`src/rtl/dynamics_scheduler.sv`:
```
// Shared envelope-scaling datapath: per-voice decaying level, round-robin request arbitration.
// Optional attack ramp compiled in with `define DYNAMICS_ATTACK_EN.
module dynamics_scheduler #(
    parameter int NUM_VOICES = 3,
    parameter int STEP_SCALE = 4,
    parameter int CNT_W      = 24
) (
    input  logic                       clk,
    input  logic                       reset,
    input  logic                       generate_next_sample,
    input  logic [NUM_VOICES-1:0]      note_start,
    input  logic [6*NUM_VOICES-1:0]    note_duration,
    input  logic [NUM_VOICES-1:0]      sample_valid,
    input  logic [16*NUM_VOICES-1:0]   sample_in,
    output logic [NUM_VOICES-1:0]      sample_ack,
    output logic                       out_valid,
    output logic [2:0]                 out_voice,
    output logic signed [15:0]         out_sample,
    output logic [NUM_VOICES-1:0]      voice_active
);

    typedef enum logic [1:0] {IDLE, ATTACK, DECAY, DONE} voice_state_e;

    if (NUM_VOICES < 2 || NUM_VOICES > 8) begin : g_bad_num_voices
        $error("NUM_VOICES must be in 2..8");
    end
    if (STEP_SCALE < 1 ||
        longint'(63) * longint'(STEP_SCALE) * 128 >= (longint'(1) << CNT_W)) begin : g_bad_cnt_w
        $error("CNT_W too narrow for the longest decay interval");
    end

    logic [3:0] level [NUM_VOICES];

    for (genvar v = 0; v < NUM_VOICES; v++) begin : g_voice
        voice_state_e     state_q, state_d;
        logic [3:0]       level_q, level_d;
        logic [CNT_W-1:0] cnt_q, cnt_d;
        logic [5:0]       dur_q, dur_d;
        logic             active_q;
        logic [2:0]       stage;
        logic [CNT_W-1:0] interval;

        // Stage only matters in DECAY, where level is 1..8.
        assign stage    = 3'(4'd8 - level_q);
        assign interval = (CNT_W'(dur_q) * CNT_W'(STEP_SCALE)) << stage;

        always_comb begin
            // NOTE: every comb output gets a default first so no path can infer a latch.
            state_d = state_q;
            level_d = level_q;
            cnt_d   = cnt_q;
            dur_d   = dur_q;
            if (note_start[v]) begin
                dur_d = note_duration[6*v +: 6];
                cnt_d = '0;
                if (note_duration[6*v +: 6] == 6'd0) begin
                    state_d = DONE;
                    level_d = 4'd0;
                end else begin
`ifdef DYNAMICS_ATTACK_EN
                    state_d = ATTACK;
                    level_d = 4'd0;
`else
                    state_d = DECAY;
                    level_d = 4'd8;
`endif
                end
            end else if (generate_next_sample) begin
                case (state_q)
                    ATTACK: begin
                        level_d = level_q + 4'd1;
                        cnt_d   = '0;
                        if (level_q == 4'd7) state_d = DECAY;
                    end
                    DECAY: begin
                        if (cnt_q == interval - CNT_W'(1)) begin
                            cnt_d   = '0;
                            level_d = level_q - 4'd1;
                            if (level_q == 4'd1) state_d = DONE;
                        end else begin
                            cnt_d = cnt_q + CNT_W'(1);
                        end
                    end
                    DONE:    state_d = IDLE;
                    default: ;
                endcase
            end
        end

        always_ff @(posedge clk or negedge reset) begin
            if (!reset) begin
                state_q  <= IDLE;
                level_q  <= 4'd0;
                cnt_q    <= '0;
                dur_q    <= '0;
                active_q <= 1'b0;
            end else begin
                // NOTE: sequential state uses non-blocking assignment so all flops see pre-edge values.
                state_q  <= state_d;
                level_q  <= level_d;
                cnt_q    <= cnt_d;
                dur_q    <= dur_d;
                active_q <= (level_d != 4'd0) || (state_d == ATTACK);
            end
        end

        assign level[v]        = level_q;
        assign voice_active[v] = active_q;
    end

    logic [NUM_VOICES-1:0] last_ack_q;
    logic [NUM_VOICES-1:0] eligible;
    logic [NUM_VOICES-1:0] grant;
    logic [2:0]            rr_ptr_q;
    logic [2:0]            grant_idx;
    logic [3:0]            scan_idx;
    logic                  grant_any;

    // Last cycle's grantee sits out one cycle so it can drop its request.
    always_comb begin
        eligible  = sample_valid & ~last_ack_q;
        grant     = '0;
        grant_idx = '0;
        grant_any = 1'b0;
        scan_idx  = '0;
        for (int i = 0; i < NUM_VOICES; i++) begin
            scan_idx = 4'(rr_ptr_q) + 4'(i);
            if (scan_idx >= 4'(NUM_VOICES)) scan_idx = scan_idx - 4'(NUM_VOICES);
            for (int j = 0; j < NUM_VOICES; j++) begin
                if (!grant_any && scan_idx == 4'(j) && eligible[j]) begin
                    grant_any = 1'b1;
                    grant_idx = 3'(j);
                end
            end
        end
        for (int j = 0; j < NUM_VOICES; j++) begin
            grant[j] = grant_any && (grant_idx == 3'(j));
        end
    end

    // The ack is combinational, so it must also be held low while reset is asserted.
    assign sample_ack = grant & {NUM_VOICES{reset}};

    logic signed [15:0] sel_sample;
    logic [3:0]         sel_level;
    logic signed [19:0] sample_ext;
    logic signed [19:0] level_ext;
    logic signed [19:0] product;
    logic signed [15:0] scaled;

    always_comb begin
        sel_sample = '0;
        sel_level  = '0;
        for (int j = 0; j < NUM_VOICES; j++) begin
            if (grant[j]) begin
                sel_sample = $signed(sample_in[16*j +: 16]);
                sel_level  = level[j];
            end
        end
    end

    assign sample_ext = {{4{sel_sample[15]}}, sel_sample};
    assign level_ext  = {16'd0, sel_level};
    assign product    = sample_ext * level_ext;
    assign scaled     = 16'(product >>> 3);

    always_ff @(posedge clk or negedge reset) begin
        if (!reset) begin
            out_valid  <= 1'b0;
            out_voice  <= 3'd0;
            out_sample <= 16'sd0;
            rr_ptr_q   <= 3'd0;
            last_ack_q <= '0;
        end else begin
            out_valid  <= grant_any;
            last_ack_q <= grant;
            if (grant_any) begin
                out_voice  <= grant_idx;
                out_sample <= scaled;
                rr_ptr_q   <= (grant_idx == 3'(NUM_VOICES - 1)) ? 3'd0 : grant_idx + 3'd1;
            end
        end
    end

endmodule
```
`config.mk`:
```
export PLATFORM = sky130hd
export DESIGN_NAME = dynamics_scheduler
export DESIGN_NICKNAME = d
export VERILOG_FILES = /design/src/rtl/dynamics_scheduler.sv
export SDC_FILE = /design/constraint.sdc
export NUM_CORES = 1
export LEC_CHECK = 0
export ABC_AREA = 1
export BUFFER_PORTS_ARGS = -buffer_cell sky130_fd_sc_hd__buf_2
export CORE_MARGIN = 2
export CORE_UTILIZATION = 50
export CTS_BUF_LIST = sky130_fd_sc_hd__clkbuf_2
export DETAILED_ROUTE_END_ITERATION = 12
export GPL_TIMING_DRIVEN = 0
export PLACE_DENSITY_LB_ADDON = 0.2
export SLEW_MARGIN = 20
export SYNTH_ARGS = -nofsm -noshare
export SYNTH_HDL_FRONTEND = slang
export SYNTH_SLANG_ARGS = --single-unit
```
`constraint.sdc`:
```
create_clock -name clk -period 14.62 [get_ports clk]
set_clock_uncertainty 0.2 [all_clocks]
set_input_delay 3.655 -clock clk [delete_from_list [all_inputs] [get_ports clk]]
set_output_delay 3.655 -clock clk [all_outputs]
set_load 0.05 [all_outputs]
```
==> out/summary.txt <==
========================================================================================================
Highest clock frequency the design can meet                                                     96.4 MHz
Post-synth design cell area                                                                    13600 µm²
Initial cell density of the core                                                                   50.7%
Ys async rst share                                                                                  100%
Largest net degree at the start of global routing                                                     79
Buffers inserted during post-CTS setup optimization                                                    0
Latest clock arrival within the worst-skew pair                                                  0.74 ns
CP peak stage delay                                                                              0.49 ns
Number of DRC violations after detailed-routing iteration 0                                         1022
Worst Setup Slack post-DPL                                                                       4.34 ns
Worst vdd rail ir drop                                                                           54.7 µV
Routed Wire Length                                                                              35300 µm
Clock tree buffer depth                                                                                2
Crit. End Element                                                                             output pin
Relative slew slack                                                                                49.0%
Register bit total from synthesis                                                                    136
Minimum setup slack in the final design                                                          4.25 ns
Reg-to-reg startpoint                                                                        rr_ptr_q[0]
Nets@finish                                                                                         2350
Global-route total usage across every layer                                                        25.3%
Slowest CP cell                                                                             sky130_fd_sc_hd__buf_1
Number of cell rows                                                                                   60
Count of clock tree sinks                                                                            136
CP Cell Sequence                                                                            buf_2 -> inv_1 -> nor2_1 -> nand3_1 -> nor2_1 -> inv_1 -> nand2_1 -> nor2_1 -> nand3_1 -> nand2_1 -> nor2_2 -> inv_1 -> nor2_4 -> buf_1 -> inv_1 -> nor2_1 -> buf_2
Clock buffers created by TritonCTS                                                                    17
Total Neg Setup Slack                                                                               0 ns
Worst min-delay path class                                                                    reg -> reg
Lkg Pwr                                                                                          7.46 nW
Max-slew violation count                                                                               0
Worst Path Arrival                                                                               6.52 ns
Setup repair after global routing missed its margin                                                   no
Cell Int Power                                                                                0.000686 W
Total congestion overflow                                                                              0
Width of the die                                                                                  169 µm
Transition time at the pin with the least slew margin                                           0.765 ns
# port buffers                                                                                        95
Nets in the synthesized netlist                                                                     2235
GP Congestion                                                                                      0.944
Crit share post-route                                                                              71.0%
Cell taking the most area after synthesis                                                   sky130_fd_sc_hd__dfrtp_1
Util after Layout                                                                                  55.3%
Final Critical Period                                                                           10.37 ns
Sequential element share of the synthesized area                                                   25.0%
Net switching power of the design                                                             0.000561 W
Highest-count cells in the layout ignoring fill and taps                                    sky130_fd_sc_hd__nand2_1, sky130_fd_sc_hd__inv_1, sky130_fd_sc_hd__nor2_1, sky130_fd_sc_hd__nand3_1, sky130_fd_sc_hd__dfrtp_1
Final setup violating endpoints                                                                        0
Final instance area                                                                            14800 µm²
Part of the total power dissipated in sequential elements                                          32.3%
Comb pwr share                                                                                     46.0%
Vias in the first global route                                                                     12865
WP data required                                                                                10.76 ns
Worst setup path endpoint                                                                   sample_ack[0]
Leading cell type in the layout, fill and taps excluded                                     sky130_fd_sc_hd__nand2_1
CTS Root Buffer Type                                                                        sky130_fd_sc_hd__clkbuf_2
Post-placement cell area                                                                       14500 µm²
Cells after Synth                                                                                   2062
Number of hold buffers added after CTS                                                                 0
Area share of the largest cell type after synthesis                                                25.0%
Average via count per standard cell                                                                 5.37
H-tree levels                                                                                          4
Share of total power consumed by net switching                                                     45.0%
Critical Setup Path Class                                                                      in -> out
Power per standard cell area                                                                 84.2 nW/µm²
Count of cells along the worst register-to-register path                                              36
Most used flip-flop cell after synthesis                                                    sky130_fd_sc_hd__dfrtp_1
Global-route wire length before repair                                                          60100 µm
Area contributors post-synth                                                                sky130_fd_sc_hd__dfrtp_1, sky130_fd_sc_hd__nand2_1, sky130_fd_sc_hd__inv_1
Average wire length per cell after detail routing                                                14.0 µm
Startpoint class of the critical path                                                       primary input
Total vias in the final route                                                                      13599
Area added between synthesis and finish                                                            8.93%
Core area                                                                                      26800 µm²
Area of the die                                                                                28500 µm²
Max-cap check violation count                                                                          0
Number of different library cells in the post-synthesis netlist                                       59
Estimated wirelength of the detail-placed design                                                27600 µm
Startpoint of the most critical setup path                                                  sample_valid[1]
Number of gates resized after cts                                                                      0
Count of yosys warnings during synthesis                                                               0
Post-route worst hold slack                                                                     0.304 ns
IO Count                                                                                             101
Initial antenna violation count                                                                        1
CTS tree                                                                                             yes
Remaining DRCs                                                                                         0
Post-CTS clock slew at the launch and capture registers of the worst setup and hold paths        0.21 ns
Layout cells sized above 1                                                                         10.6%
Post-synth EDFFs                                                                                       0
1st-pass router iterations                                                                             8
Highest fanout seen on the critical path                                                              10
Register-to-register setup slack                                                                 7.00 ns
Endpoint of the most critical register-to-register path                                     out_sample[15]
Result of the run                                                                           finished, final reports clean
Post-Syn Area per Cell                                                                          6.59 µm²
Number of routed nets with antenna violations                                                          0
Final hold vios                                                                                        0
Chip height                                                                                       169 µm
Fraction of power consumed by the clock network                                                    21.7%
========================================================================================================
[cell families (layout without fill, tap and decap cells)]
kind of cell	after synthesis	after routing	share of synthesized area (%)
AND/OR/NAND/NOR	1072	1072	34.6
XOR/XNOR	89	89	5.87
other	1	2	0.0276
flip-flops	136	136	25.0
buffers and inverters	374	501	10.8
AO/OA/AOI/OAI	292	292	13.0
adder cells (fa/ha/maj)	98	98	10.7
[registers in the layout (all words and copies together) (netlist names)]
| signal | cells |
|---|---|
| g_voice.active_q | 3 |
| g_voice.cnt_q | 72 |
| g_voice.dur_q | 18 |
| g_voice.level_q | 12 |
| g_voice.state_q | 6 |
| last_ack_q | 3 |
| out_sample | 16 |
| out_valid | 1 |
| out_voice | 2 |
| rr_ptr_q | 3 |
[metrics by stage]
| step | cells | total power [W] |
|---|---|---|
| 6_report | 2531 | 0.00125 |
| 5_1_grt | 2531 | 0.00135 |
| 4_1_cts | 2530 | 0.00125 |
| 3_5_place_dp | 2499 | 0.000975 |
| 3_3_place_gp | 2498 | 0.000964 |
| 2_1_floorplan | 2062 | 0.000853 |
[cells in the mapped netlist, types with 9 or more instances]
| cell | number |
|---|---|
| sky130_fd_sc_hd__a21oi_1 | 61 |
| sky130_fd_sc_hd__a221o_1 | 12 |
| sky130_fd_sc_hd__buf_2 | 13 |
| sky130_fd_sc_hd__buf_4 | 11 |
| sky130_fd_sc_hd__clkbuf_1 | 27 |
| sky130_fd_sc_hd__dfrtp_1 | 136 |
| sky130_fd_sc_hd__fa_1 | 30 |
| sky130_fd_sc_hd__ha_1 | 68 |
| sky130_fd_sc_hd__inv_1 | 301 |
| sky130_fd_sc_hd__inv_2 | 20 |
| sky130_fd_sc_hd__nand2_1 | 542 |
| sky130_fd_sc_hd__nand3_1 | 144 |
| sky130_fd_sc_hd__nand3_2 | 10 |
| sky130_fd_sc_hd__nand4_1 | 42 |
| sky130_fd_sc_hd__nor2_1 | 230 |
| sky130_fd_sc_hd__nor2_2 | 12 |
| sky130_fd_sc_hd__nor3_1 | 26 |
| sky130_fd_sc_hd__nor4_1 | 13 |
| sky130_fd_sc_hd__o21a_1 | 11 |
| sky130_fd_sc_hd__o21ai_0 | 84 |
| sky130_fd_sc_hd__o21ai_1 | 17 |
| sky130_fd_sc_hd__o22ai_1 | 57 |
| sky130_fd_sc_hd__o32ai_1 | 9 |
| sky130_fd_sc_hd__or2_2 | 12 |
| sky130_fd_sc_hd__xnor2_1 | 18 |
| sky130_fd_sc_hd__xor2_1 | 70 |
[how the worst min path moves through the flow]
stage                   startpoint                   to  slack [ns]  cells after the start
2_1_floorplan  g_voice[0].dur_q[4]  g_voice[0].dur_q[4]        0.26                      2
3_3_place_gp          out_voice[0]         out_voice[0]        0.25                      2
3_5_place_dp         out_sample[0]        out_sample[0]        0.26                      2
4_1_cts             out_sample[14]       out_sample[14]        0.31                      2
5_1_grt              out_sample[7]        out_sample[7]        0.33                      2
6_report            out_sample[14]       out_sample[14]        0.30                      2
[critical path, delay by kind of cell]
family                 cells  cell delay, ns
and+or+nand+nor           10            1.54
buffers and inverters      7            1.29
[routing by layer]
layer	part of all wire, %	global-route usage, %	vias to the layer above
met3	5.2	3.04	30
met4	1.2	5.28	0
met5	0	0	-
li1	-	-	6900
met1	47	34.9	6300
met2	46	42.8	369
[final cells by class]
type / instances / area [µm²]
fillers: 2695 / 12000
multi-input cells: 1552 / 8730
flip-flops and latches: 136 / 3400
inverters: 322 / 1210
repair buffers: 96 / 513
well taps: 341 / 427
plain buffers: 52 / 253
clock inverters: 14 / 181
clock buffers: 17 / 85.1
diodes: 1 / 2.50
[power by group through the flow]
stage	Clock (W)	Sequential [W]	Combinational [W]
after floorplan	0	0.000406	0.000447
after global placement	0	0.000409	0.000556
after detailed placement	0	0.000409	0.000566
after CTS	0.000278	0.000403	0.000570
after global routing	0.000292	0.000405	0.000651
final	0.000271	0.000403	0.000574
(Power assumes the default switching activity.)
